`config.mk`:
```
export PLATFORM = sky130hd
export DESIGN_NAME = fir_out_fp16_pack
export DESIGN_NICKNAME = d
export VERILOG_FILES = /design/src/rtl/fir_out_fp16_pack.sv
export SDC_FILE = /design/constraint.sdc
export NUM_CORES = 1
export LEC_CHECK = 0
export BUFFER_PORTS_ARGS = -buffer_cell sky130_fd_sc_hd__clkbuf_2
export CAP_MARGIN = 20
export CORE_MARGIN = 1.5
export CORE_UTILIZATION = 50
export DETAILED_ROUTE_END_ITERATION = 8
export GPL_ROUTABILITY_DRIVEN = 0
export PLACE_DENSITY = 0.78
export SKIP_LAST_GASP = 1
export SYNTH_ARGS = -nofsm -noshare
export SYNTH_HDL_FRONTEND = slang
export SYNTH_SLANG_ARGS = --single-unit
```
`constraint.sdc`:
```
create_clock -name clk_fast -period 5.2 [get_ports clk_fast]
set_input_delay 0.52 -clock clk_fast [delete_from_list [all_inputs] [get_ports clk_fast]]
set_output_delay 0.52 -clock clk_fast [all_outputs]
set_load 0.02 [all_outputs]
```
`src/rtl/fir_out_fp16_pack.sv`:
```
// FIR output stage: captures a raw FP29i accumulator sample, normalizes it one
// bit per cycle, rounds it to IEEE FP16 (RNE) and offers it on a valid/ready port.
module fir_out_fp16_pack #(
  parameter int IN_BIAS   = 15,
  parameter int MAN_FRAC  = 20,
  parameter int MAX_SHIFT = 21
) (
  input  logic        clk_fast,
  input  logic        rst_n,
  input  logic        in_valid,
  input  logic [28:0] in_29i,
  input  logic        out_ready,
  input  logic        clr_flags,
  output logic [15:0] out_fp16,
  output logic        out_valid,
  output logic        busy,
  output logic        overrun,
  output logic        ovf,
  output logic        unf
);

  typedef enum logic [1:0] {IDLE, NORM, ROUND, OUT} state_t;

  localparam int EXP_ADJ = 15 - IN_BIAS + 21 - MAN_FRAC;
  localparam logic signed [9:0] EXP_ADJ10 = 10'(EXP_ADJ);

  state_t      state_q;
  logic        in_valid_q;
  logic        s_q;
  logic [5:0]  e_q;
  logic [21:0] m_q;
  logic [4:0]  n_q;
  logic [15:0] res_q;
  logic        ovf_ev_q, unf_ev_q;
  logic [15:0] out_q;
  logic        out_valid_q, busy_q, overrun_q, ovf_q, unf_q;

  logic        capture;
  logic        norm_done;
  logic        drop_ev;

  logic signed [9:0] exp16;
  logic [9:0]  neg;
  logic [4:0]  sh1;
  logic [43:0] m_ext;
  logic [4:0]  fexp;
  logic [9:0]  frac;
  logic        guard, sticky, inc;
  logic [14:0] rsum;
  logic [15:0] res_d;
  logic        ovf_ev_d, unf_ev_d;

  assign capture   = in_valid & ~in_valid_q;
  assign norm_done = (m_q == '0) || m_q[21] || (n_q == 5'(MAX_SHIFT));
  assign drop_ev   = (capture && state_q != IDLE) ||
                     (state_q == OUT && out_valid_q && !out_ready);

  always_comb begin
    exp16    = $signed({4'b0, e_q}) + EXP_ADJ10 - $signed({5'b0, n_q});
    neg      = -exp16;
    sh1      = '0;
    m_ext    = '0;
    fexp     = '0;
    frac     = '0;
    guard    = 1'b0;
    sticky   = 1'b0;
    ovf_ev_d = 1'b0;
    unf_ev_d = 1'b0;
    if (exp16 >= 10'sd1) begin
      frac   = m_q[20:11];
      guard  = m_q[10];
      sticky = |m_q[9:0];
      fexp   = (exp16 >= 10'sd31) ? 5'd31 : exp16[4:0];
    end else begin
      // {M,22'b0} >> (1-exp16-1) keeps every shifted-out bit for the sticky OR
      sh1    = (neg > 10'd22) ? 5'd22 : neg[4:0];
      m_ext  = {m_q, 22'b0} >> sh1;
      frac   = m_ext[43:34];
      guard  = m_ext[33];
      sticky = |m_ext[32:0];
    end
    inc  = guard & (sticky | frac[0]);
    rsum = {fexp, frac} + {14'b0, inc};
    if (m_q == '0) begin
      res_d = {s_q, 15'b0};
    end else if (fexp == 5'd31 || rsum[14:10] == 5'h1F) begin
      res_d    = {s_q, 5'h1F, 10'h0};
      ovf_ev_d = 1'b1;
    end else begin
      res_d    = {s_q, rsum};
      unf_ev_d = (rsum[14:10] == 5'd0);
    end
  end

  always_ff @(posedge clk_fast or negedge rst_n) begin
    if (!rst_n) begin
      state_q     <= IDLE;
      in_valid_q  <= 1'b0;
      s_q         <= 1'b0;
      e_q         <= '0;
      m_q         <= '0;
      n_q         <= '0;
      res_q       <= '0;
      ovf_ev_q    <= 1'b0;
      unf_ev_q    <= 1'b0;
      out_q       <= '0;
      out_valid_q <= 1'b0;
      busy_q      <= 1'b0;
      overrun_q   <= 1'b0;
      ovf_q       <= 1'b0;
      unf_q       <= 1'b0;
    end else begin
      in_valid_q <= in_valid;
      ovf_ev_q   <= 1'b0;
      unf_ev_q   <= 1'b0;
      if (out_valid_q && out_ready) out_valid_q <= 1'b0;
      case (state_q)
        IDLE: if (capture) begin
          s_q     <= in_29i[28];
          e_q     <= in_29i[27:22];
          m_q     <= in_29i[21:0];
          n_q     <= '0;
          state_q <= NORM;
          busy_q  <= 1'b1;
        end
        NORM: if (norm_done) begin
          state_q <= ROUND;
        end else begin
          m_q <= m_q << 1;
          n_q <= n_q + 5'd1;
        end
        ROUND: begin
          res_q    <= res_d;
          ovf_ev_q <= ovf_ev_d;
          unf_ev_q <= unf_ev_d;
          state_q  <= OUT;
        end
        OUT: begin
          if (!out_valid_q || out_ready) begin
            out_q       <= res_q;
            out_valid_q <= 1'b1;
          end
          state_q <= IDLE;
          busy_q  <= 1'b0;
        end
        default: state_q <= IDLE;
      endcase
      // set events take priority over a simultaneous clear
      overrun_q <= (overrun_q & ~clr_flags) | drop_ev;
      ovf_q     <= (ovf_q & ~clr_flags) | ovf_ev_q;
      unf_q     <= (unf_q & ~clr_flags) | unf_ev_q;
    end
  end

  assign out_fp16  = out_q;
  assign out_valid = out_valid_q;
  assign busy      = busy_q;
  assign overrun   = overrun_q;
  assign ovf       = ovf_q;
  assign unf       = unf_q;

endmodule

```
* Word-level counts from Yosys, hierarchy flattened *
Index checks and enable logic that the tools add are counted.

word-level totals
  register bits after elaboration = 76
  bits in read-only memories = 0
  memories = 0
  logic and storage cells = 96
  bits in writable memories = 0
  output and inout port bits = 21
  bits in latches = 0
  input port bits = 34

cells by class
  multiplexer cells = 28
  divide/modulo/power cells = 0
  $lt $le $gt $ge = 3
  $mul = 0
  $add $sub $neg = 5
  shift operators = 1
  equality and inequality tests = 9
  bitwise gates (word level) = 11
  reductions and logical operators = 24

operators by type and width
  kind                                                 number
  two-way mux 22 bit                                   2
  one-hot mux 22 bit (2 select lines)                  1
  >> shifter 44 x 5 -> 44 bit                          1
  OR reduction 33 bit                                  1
  two-way mux 15 bit                                   2
  two-way mux 5 bit                                    5
  logical NOT 22 bit                                   1
  adder 15 x 1 -> 15 bit                               1
  == test 5 bit, second input constant                 3
  two-way mux 1 bit                                    12
  > comparator 10 x 5 -> 1 bit, second input constant  1
  two-way mux 10 bit                                   1
  negator 8 -> 10 bit                                  1
  one-hot mux 5 bit (2 select lines)                   1
  OR reduction 10 bit                                  1
  >= comparator 8 x 2 -> 1 bit, second input constant  1
  >= comparator 8 x 6 -> 1 bit, second input constant  1
  one-hot mux 2 bit (4 select lines)                   1
  AND reduction 2 bit                                  4
  subtractor 7 x 5 -> 8 bit                            1
  adder 6 x 1 -> 7 bit, second input constant          1
  inequality test 2 bit, second input constant         3
  nonzero test 2 bit                                   3
  adder 5 x 1 -> 5 bit, second input constant          1
  13 further kinds                                     31

* Depth between registers and ports, before layout *
Gate-level depths: netlist of the first run.

  word-level depth = 16
  gate-level depth with buffers = 23
  depth with buffers taken out = 21

* Least setup slack after synthesis of the first run *
Ideal clock, no wire load.

  path kind = reg-to-reg
  start point = reg n_q[0]
  end point = reg res_q[3]
  setup time = 0.140 ns
  data arrival time = 4.589 ns
  data required time = 5.060 ns
  clock period less this slack = 4.730 ns
  path slack = 0.470 ns
  path buffers = 4
  cell stages (with the launch flop) = 24
  cells stage by stage = dfrtp_1 inv_1 ha_1 clkbuf_1 inv_1 clkbuf_1 ha_1 nand2b_1 nor2_1 o2111a_1 xnor3_1 a2bb2oi_2 buf_6 nor4_1 a211oi_1 nor2_1 ha_1 nand2_1 or3_4 nor3_2 xnor2_1 nor4b_4 buf_6 o32ai_1

between the ends
  cells in the longest elaborated chain, start to end = 14
  elaborated cells on any way between the ends = 21
  classes of those cells = 3 x add/sub; 3 x order compare; 2 x eq/ne; 1 x shift; 8 x mux; 2 x bitwise; 2 x reduce/logical

ends and longest elaborated chain
  what                           line  source
  start, declared                32    logic [4:0] n_q;
  start signal, assigned         130   n_q <= n_q + 5'd1;
  subtractor 7 x 5 -> 8 bit (*)  59    exp16 = $signed({4'b0, e_q}) + EXP_ADJ10 - $signed({5'b0, n_q});
  negator 8 -> 10 bit            60    neg = -exp16;
  > comparator 10 x 5 -> 1 bit   76    sh1 = (neg > 10'd22) ? 5'd22 : neg[4:0];
  two-way mux 5 bit              76
  >> shifter 44 x 5 -> 44 bit    77    m_ext = {m_q, 22'b0} >> sh1;
  OR reduction 33 bit            80    sticky = |m_ext[32:0];
  two-way mux 1 bit              69    if (exp16 >= 10'sd1) begin
  OR 1 bit                       82    inc = guard & (sticky | frac[0]);
  bitwise AND 1 bit              82
  adder 15 x 1 -> 15 bit         83    rsum = {fexp, frac} + {14'b0, inc};
  == test 5 bit                  86    end else if (fexp == 5'd31 || rsum[14:10] == 5'h1F) begin
  logical OR 1 bit               86
  two-way mux 15 bit (*)         86
  two-way mux 15 bit (*)         84    if (m_q == '0) begin
  end signal, assigned           133   res_q <= res_d;
  end, declared                  33    logic [15:0] res_q;

Mark *: on every way between the ends. The rest lies on a longest branch, timed or not.
A chain may end at the register's enable or synchronous reset.

* Worst setup path after layout of the first run *
  start point = reg n_q[1]
  end point = reg res_q[9]

Same word-level chain as after synthesis.

==> results of run 1 <==
==> cells in the final DEF (no fill, tap or decap), drive strengths merged, types with 7 or more instances in the layout <==
cell / count
dfrtp: 76
nor2: 43
o22ai: 9
nor4: 11
nand4: 7
nor3: 19
mux2: 17
o21ai: 69
o32ai: 9
buf: 29
or3: 8
a21oi: 29
nand3: 18
clkbuf: 63
xnor2: 11
nand2: 82
ha: 24
inv: 39
mux2i: 36
==> routing by layer <==
layer,up-vias,global-route usage
li1,2575,-
met1,2585,0.322
met2,294,0.382
met3,61,0.0607
met4,0,0.0889
met5,-,0
==> state kept, by name, indices dropped and copies added, names as in the netlist <==
register and cells:
ovf 1, busy 1, res_q 16, out_fp16 16, m_q 22, ovf_ev_q 1, unf 1, n_q 5
in_valid_q 1, e_q 6, unf_ev_q 1, out_valid 1, overrun 1, state_q 2, s_q 1
==> metrics by stage <==
step | hold slack (ns) | instance area, um2 | worst slack [ns] | setup TNS [ns] | utilization
6_report | 0.317 | 6780 | 0.145 | 0 | 0.596
5_1_grt | 0.316 | 6780 | -0.0552 | -0.271 | 0.596
4_1_cts | 0.309 | 6570 | 0.0121 | 0 | 0.577
3_5_place_dp | 0.420 | 6230 | 0.00690 | 0 | 0.548
3_3_place_gp | 0.418 | 6230 | 0.222 | 0 | 0.548
2_1_floorplan | 0.224 | 5800 | 0.470 | 0 | -
==> repair_timing <==
item                       CTS  global route
cloned                       0             2
pin swaps                    0             7
setup endpoints to repair    2            13
setup buffers                0             4
resized for setup            1            31
==> kinds of logic (layout without fill, tap and decap cells) <==
kind of cell             after synthesis  in the layout  share of synthesized area
AO/OA/AOI/OAI                        187            188                      0.219
XOR/XNOR                              18             18                     0.0308
adder cells (fa/ha/maj)               25             25                     0.0552
buffers and inverters                 80            135                     0.0584
flip-flops                            76             76                      0.328
multiplexers                          53             53                     0.0951
AND/OR/NAND/NOR                      236            236                      0.214
==> final timing paths <==
| check | slack, ns | cells after the start | startpoint | to |
|---|---|---|---|---|
| max in group asynchronous | 4.27 | 1 | rst_n | m_q[14] |
| min in group clk_fast | 0.32 | 1 | in_valid | in_valid_q |
| setup / recovery | 0.15 | 18 | n_q[1] | res_q[9] |
| hold / removal | 0.32 | 1 | rst_n | ovf |
| setup reg to reg | 0.15 | 18 | n_q[1] | res_q[9] |
| hold reg to reg | 0.43 | 1 | unf_ev_q | unf |
==> area by class of cell <==
class                   instances  share of cell area
inverters                      37              0.0205
clock buffers                  10              0.0338
multi-input cells             520               0.553
well taps                     143              0.0264
repair buffers                 82              0.0718
flip-flops and latches         76               0.281
clock inverters                 6              0.0140
==> impl_metrics.yaml, run 1 <==
routing:
  drt-total-wl_um: 15200
  wl_met3_um: 1230
  dr_total_vias: 5515
  drt_first_pass_iters: 7
  wl_met1_um: 6380
  drc: 0
  avgViaCountPerCell: 6.31
  postRouteAntennaNets: 0
  wl_met2_um: 7160
  drt_iter0_markers: 723
  topRoutingLayerUsed: "met4"
  wl_per_cell_um: 17.4
worst_setup_path:
  crit_type: "register to register"
  slowest_delay_ns: 0.45
  crit_chain: "ha_1 -> inv_1 -> ha_2 -> fa_2 -> a211oi_4 -> or3_1 -> o2111a_2 -> xnor3_1 -> a2bb2oi_4 -> buf_4 -> nor3_1 -> o32a_1 -> a31oi_2 -> nor2b_4 -> mux2i_1 -> nor4b_4 -> buf_4 -> o32ai_1"
  path_delay_family: "compound AO/OA/AOI/OAI gates"
  cp.arrival_ns: 5.24
  required_ns: 5.38
  path_common_cell: "buf_4"
  crit_fanout: 12
  cp-end-kind: "register"
  start_kind: "register"
  crit_buf_inv: 3
  crit_slowest_cell: "fa_2"
cts:
  clk_pin_slew_ns: 0.06
  cts.sinks: 76
  cts_buffers: 9
  cts_tree: "yes"
  clk_path_buf_depth: 2
  clock_latency_ns: 0.34
  htreeDepth: 3
  cts_root_buffer: "clkbuf_16"
  cts_hold_buf: 0
floorplanning:
  io_pins: 55
  fp.coreArea_um2: 11400
  start_util: 0.510
  chipWidth_um: 111
  die_h_um: 111
  die-area_um2: 12300
  rows: 39
timing:
  max_freq_mhz: 198
  fin_crit_ns: 5.05
  slew_headroom: 0.381
  setup_viol: 0
  fin_worst_skew_ns: 0.00959
  hold_violations: 0
  drv_slew: 0
  worst_slew_pin_slew_ns: 0.928
  period_share: 0.972
global_routing:
  grt_usage: 0.242
  grt_pass1_vias: 5245
  grt_max_degree: 77
  grt_pass1_wl_um: 24900
  grt-ovfl-total: 0
  antenna_found_initial: 0
synth:
  synth_edf_count: 0
  syn-cell-area_um2: 5800
  yosysMostFrequentCell: "nand2_1"
  ys_seq_area_frac: 0.328
  yosysWarnings: 0
  syn_inst: 675
  synth-main-ff-cell: "dfrtp_1"
  synth.area.top_cells: "dfrtp_1 33%, mux2i_1 6.2%, o21ai_0 5.8%"
  synth_common_cells: "82 x nand2_1, 76 x dfrtp_1, 67 x o21ai_0"
  synth_fp_nets: 734
  synthArstFlopShare: 1.00
  synth_top_area_frac: 0.328
  ys_types: 89
  synth_area_per_cell_um2: 8.60
  synth_seq_cells: 76
  yosysTopAreaCell: "dfrtp_1"
place:
  dp_hpwl_um: 10600
  portBuffers: 54
  dp.cells: 852
hold_path:
  hp-class: "input pin to async pin"
finish:
  drive_above_1_share: 0.224
  syn_to_final_growth_pct: 16.8
  nFillCells: 952
  multiInputGateArea_um2: 3750
  antennaDiodeCount: 0
  seq_area_um2: 1900
  final_cell_count_no_fill: 874
  nNetsFinal: 785
outcome:
  status: "finished, final reports clean"
run:
  drv_cap: 0
Power of run 1 is not shown: default switching activity piles up to over one toggle a cycle in this logic, so the estimate is an artifact.
==> run 2: changes to the inputs <==
--- a/config.mk
+++ b/config.mk
@@ -7,7 +7,7 @@
 export LEC_CHECK = 0
 export BUFFER_PORTS_ARGS = -buffer_cell sky130_fd_sc_hd__clkbuf_2
 export CAP_MARGIN = 20
-export CORE_MARGIN = 1.5
+export CORE_MARGIN = 8
 export CORE_UTILIZATION = 50
 export DETAILED_ROUTE_END_ITERATION = 8
 export GPL_ROUTABILITY_DRIVEN = 0
==> run 2 against run 1 <==
  * Critical path depth increased by 2
  * Routed wire length rose by 0.54%
  * Setup slack gained 0.030 ns
  * Cell count decreased by 0.34%
  * Design area decreased by 1.6%
  * Non-clock buffer count is 2 lower
  * Via count shrank 1.3%
  * First-iteration DRC count shrank 3.6%
  * Clock skew down 0.0015 ns
  * Maximum frequency grew 0.61%
  * Register-to-register slack improved by 0.03 ns
  * Core utilization fell by 0.96 points
==> impl_metrics.yaml, run 2 (synthesis results as in run 1) <==
global_routing:
  use_met3: 0.0530
  grt_pass1_wl_um: 25600
  grt_pass1_vias: 5398
  grt-busiest-layer: "met2"
  met2_usage: 0.324
  met1_usage: 0.255
  grt_max_degree: 77
  grt-ovfl-total: 0
  grt_usage: 0.204
  antenna_found_initial: 0
finish:
  drive_above_1_share: 0.210
  multiInputGateArea_um2: 3660
  nFillCells: 990
  final_common_cell: "nand2_1"
  nNetsFinal: 782
  final_cell_mix: "82 x nand2_1, 76 x dfrtp_1, 66 x o21ai_0"
  antennaDiodeCount: 0
  top_register: "m_q"
  seq_area_um2: 1900
  largest_reg_flops: 22
  syn_to_final_growth_pct: 14.9
timing:
  max_freq_mhz: 199
  tns_ns: 0
  slew_headroom: 0.380
  period_share: 0.966
  fin_worst_skew_ns: 0.00808
  hold_ws_ns: 0.318
  fin_crit_ns: 5.02
  drv_slew: 0
  worst_slew_pin_slew_ns: 0.930
  setup_viol: 0
  hold_violations: 0
worst_setup_path:
  crit_type: "register to register"
  r2r_end: "res_q[5]"
  reg2reg_depth: 20
  worstSetupEndpoint: "res_q[5]"
  crit_fanout: 11
  cp-end-kind: "register"
  cp-startpoint: "n_q[1]"
  r2r_start: "n_q[1]"
  r2r_slack_ns: 0.18
  start_kind: "register"
  required_ns: 5.38
  cp.arrival_ns: 5.21
place:
  portBuffers: 54
  dp_hpwl_um: 10900
cts:
  htreeDepth: 3
  cts_buffers: 9
  cts_hold_buf: 0
  clk_path_buf_depth: 2
  cts.sinks: 76
  cts_root_buffer: "clkbuf_16"
  cts_tree: "yes"
  clock_latency_ns: 0.34
  clk_pin_slew_ns: 0.06
routing:
  postRouteAntennaNets: 0
  drt_first_pass_iters: 7
  wl_per_cell_um: 17.6
  avgViaCountPerCell: 6.25
  drc: 0
  dr_total_vias: 5446
  drt_iter0_markers: 697
  drt-total-wl_um: 15300
floorplanning:
  chipWidth_um: 124
  rows: 39
  io_pins: 55
  die_h_um: 124
  die-area_um2: 15300
  fp.coreArea_um2: 11400
  start_util: 0.510
run:
  drv_cap: 0
hold_path:
  worstHoldPathCells: 1
  hp-class: "input pin to register"
outcome:
  status: "finished, final reports clean"
-- run 2: worst min-delay path by stage --
| stage | startpoint | endpoint |
|---|---|---|
| 6_report | in_valid | in_valid_q |
| 3_5_place_dp | unf_ev_q | unf |
| 3_3_place_gp | unf_ev_q | unf |
| 5_1_grt | in_valid | in_valid_q |
| 2_1_floorplan | rst_n | busy |
| 4_1_cts | in_valid | in_valid_q |
-- run 2: cell type report --
type                    count  area share
repair buffers             80      0.0702
clock inverters             7      0.0148
well taps                 143      0.0268
clock buffers               9      0.0338
multi-input cells         519       0.548
inverters                  37      0.0208
flip-flops and latches     76       0.285
-- run 2: metal layers --
metal	wire, um	share of wire
met1	6510	0.42
met2	7010	0.46
met5	0	0
met3	1340	0.088
met4	457	0.030
-- run 2: per-stage QoR --
| stage | util | setup slack [ns] | instances | instance area (um2) |
|---|---|---|---|---|
| after floorplan | - | 0.470 | 675 | 5800 |
| after global placement | 0.547 | 0.231 | 851 | 6220 |
| after detailed placement | 0.547 | 0.0121 | 851 | 6220 |
| after CTS | 0.577 | 0.00859 | 867 | 6560 |
| after global routing | 0.587 | -0.00528 | 871 | 6670 |
| final | 0.587 | 0.176 | 871 | 6670 |
-- run 2: repair_timing --
| item | in CTS | in global routing |
|---|---|---|
| buffers inserted | 0 | 4 |
| setup endpoints to repair | 2 | 14 |
| pin swaps | 0 | 1 |
| resized for setup | 1 | 16 |
-- run 2: critical path, cell delays in order (launching register included) --
cell and delay (ns):
dfrtp_1 0.41, ha_1 0.29, inv_1 0.06, ha_2 0.21, fa_2 0.51, nand2b_2 0.27, o32a_1 0.22, a221oi_2 0.48
nor2_2 0.16, o21ai_4 0.17, buf_4 0.19, nor3_1 0.05, or4b_4 0.56, ha_1 0.22, nand2_1 0.08, or3_4 0.16
nor3_4 0.05, xnor2_2 0.18, nor4b_4 0.26, buf_4 0.21, o32ai_1 0.10
Power of run 2 is left out for the same reason.
==> run 3: changes to the inputs <==
--- a/config.mk
+++ b/config.mk
@@ -5,6 +5,7 @@
 export SDC_FILE = /design/constraint.sdc
 export NUM_CORES = 1
 export LEC_CHECK = 0
+export ABC_AREA = 1
 export BUFFER_PORTS_ARGS = -buffer_cell sky130_fd_sc_hd__clkbuf_2
 export CAP_MARGIN = 20
 export CORE_MARGIN = 8
==> run 3 against run 2 <==
  * Clock skew fell by 0.0040 ns
  * Via count rose by 6.2%
  * Core utilization fell by 2.2 points
  * Critical path depth rose by 10
  * Non-clock buffer count fell by 17
  * Routed wire length fell by 5.2%
==> impl_metrics.yaml, run 3 <==
synth:
  synth_common_cells: "277 x nand2_1, 93 x nand3_1, 90 x inv_1"
  synth_seq_cells: 76
  synth.area.top_cells: "dfrtp_1 32%, nand2_1 17%, nand3_1 7.8%"
  synth_area_per_cell_um2: 6.88
  synthArstFlopShare: 1.00
  synth-main-ff-cell: "dfrtp_1"
  ys_seq_area_frac: 0.320
  syn-cell-area_um2: 5940
  ys_types: 48
  synth_fp_nets: 923
  syn_inst: 864
  synth_top_area_frac: 0.320
  yosysTopAreaCell: "dfrtp_1"
  yosysWarnings: 0
  synth_edf_count: 0
  yosysMostFrequentCell: "nand2_1"
routing:
  drc: 0
  drt-total-wl_um: 14500
  postRouteAntennaNets: 0
  drt_iter0_markers: 453
  dr_total_vias: 5784
  drt_first_pass_iters: 5
  wl_per_cell_um: 13.7
  avgViaCountPerCell: 5.44
run:
  drv_cap: 0
global_routing:
  grt_usage: 0.188
  grt_max_degree: 77
  antenna_found_initial: 0
  grt_pass1_vias: 5449
  grt-ovfl-total: 0
  grt_pass1_wl_um: 24800
worst_setup_path:
  crit_fanout: 13
  path_common_cell: "nand2_1"
  cp.arrival_ns: 5.05
  start_kind: "register"
  crit_slowest_cell: "fa_2"
  cp-end-kind: "register"
  slowest_delay_ns: 0.50
  required_ns: 5.43
  crit_type: "register to register"
cts:
  htreeDepth: 3
  cts_tree: "yes"
  clock_latency_ns: 0.34
  cts.sinks: 76
  cts_root_buffer: "clkbuf_16"
  clk_path_buf_depth: 2
  cts_buffers: 9
  clk_pin_slew_ns: 0.06
timing:
  tns_ns: 0
  rsz0062_at_grt: "no"
  fin_crit_ns: 4.82
  max_freq_mhz: 207
  period_share: 0.927
  setup_slack_ns: 0.380
  hold_violations: 0
  slew_headroom: 0.347
  setup_viol: 0
  worst_slew_pin_slew_ns: 0.973
  drv_slew: 0
  fin_worst_skew_ns: 0.00412
finish:
  nFillCells: 1141
  top_register: "m_q"
  final_common_cell: "nand2_1"
  antennaDiodeCount: 0
  syn_to_final_growth_pct: 12.3
  nNetsFinal: 971
  utilization: 0.565
  drive_above_1_share: 0.167
  largest_reg_flops: 22
  final_cell_mix: "275 x nand2_1, 93 x nand3_1, 90 x inv_1"
place:
  portBuffers: 54
  place_ws_ns: 0.266
  dp_hpwl_um: 10700
floorplanning:
  die-area_um2: 15600
  fp.coreArea_um2: 11800
  rows: 40
  start_util: 0.503
  io_pins: 55
  die_h_um: 125
  chipWidth_um: 125
hold_path:
  hp-class: "input pin to async pin"
outcome:
  status: "finished, final reports clean"
[run 3: cell count changes after synthesis, moves of 11 or more]
cell	change
mux2i_1	-36
nand3_1	+75
clkbuf_1	-13
nor2_1	+12
nand3_2	+16
nand2_2	+11
nand4_1	+17
nand2_1	+195
inv_1	+54
[run 3: what timing repair did]
| item | in CTS | in global routing |
|---|---|---|
| hold buffers | 0 | 0 |
| endpoints found under the setup margin | 0 | 13 |
| setup buffers | 0 | 1 |
| resized for setup | 0 | 8 |
[run 3: area by class of cell]
type,count,area (um2),share of cell area
clock inverter,7,81.3,0.0122
multi-input combinational,663,3560,0.534
tap,147,184,0.0276
sequential,76,1900,0.285
timing repair buffer,63,340,0.0510
inverter,99,377,0.0565
clock buffer,9,225,0.0338
[run 3: stage by stage]
step	instance area (um2)	std cells	hold slack, ns
finish	6670	1064	0.319
global route	6670	1064	0.319
CTS	6610	1061	0.309
detailed placement	6300	1045	0.416
global placement	6300	1045	0.411
floorplan	5940	864	0.224
[run 3: cell families after synthesis]
group,count (synthesis),share of synthesized area
compound gates,108,0.0987
xor+xnor,2,0.00295
fa+ha+maj,25,0.0539
buf+inv,127,0.0901
flops,76,0.320
mux,16,0.0303
simple gates,510,0.404
[run 3: worst paths after layout]
| path | from | slack [ns] | to | depth (start not counted) |
|---|---|---|---|---|
| max | n_q[1] | 0.38 | res_q[0] | 30 |
| min | rst_n | 0.32 | out_fp16[6] | 1 |
| max reg2reg | n_q[1] | 0.38 | res_q[0] | 30 |
| min reg2reg | unf_ev_q | 0.43 | unf | 1 |
| max in group asynchronous | rst_n | 4.30 | m_q[11] | 1 |
| min in group clk_fast | in_valid | 0.32 | in_valid_q | 1 |
[run 3: metal layers]
metal | part of all wire | vias up | track usage | routed length [um]
li1 | - | 2932 | - | -
met1 | 0.45 | 2607 | 0.240 | 6540
met2 | 0.46 | 212 | 0.297 | 6640
met3 | 0.070 | 33 | 0.0501 | 1020
met4 | 0.022 | 0 | 0.0709 | 323
met5 | 0 | - | 0 | 0
[run 3: critical path, delay by kind of cell (launching register included)]
| family | cells | cell delay [ns] |
|---|---|---|
| compound gates | 1 | 0.14 |
| fa+ha+maj | 4 | 1.19 |
| buf+inv | 5 | 0.56 |
| flops | 1 | 0.43 |
| simple gates | 20 | 2.39 |
Power of run 3 is left out for the same reason.
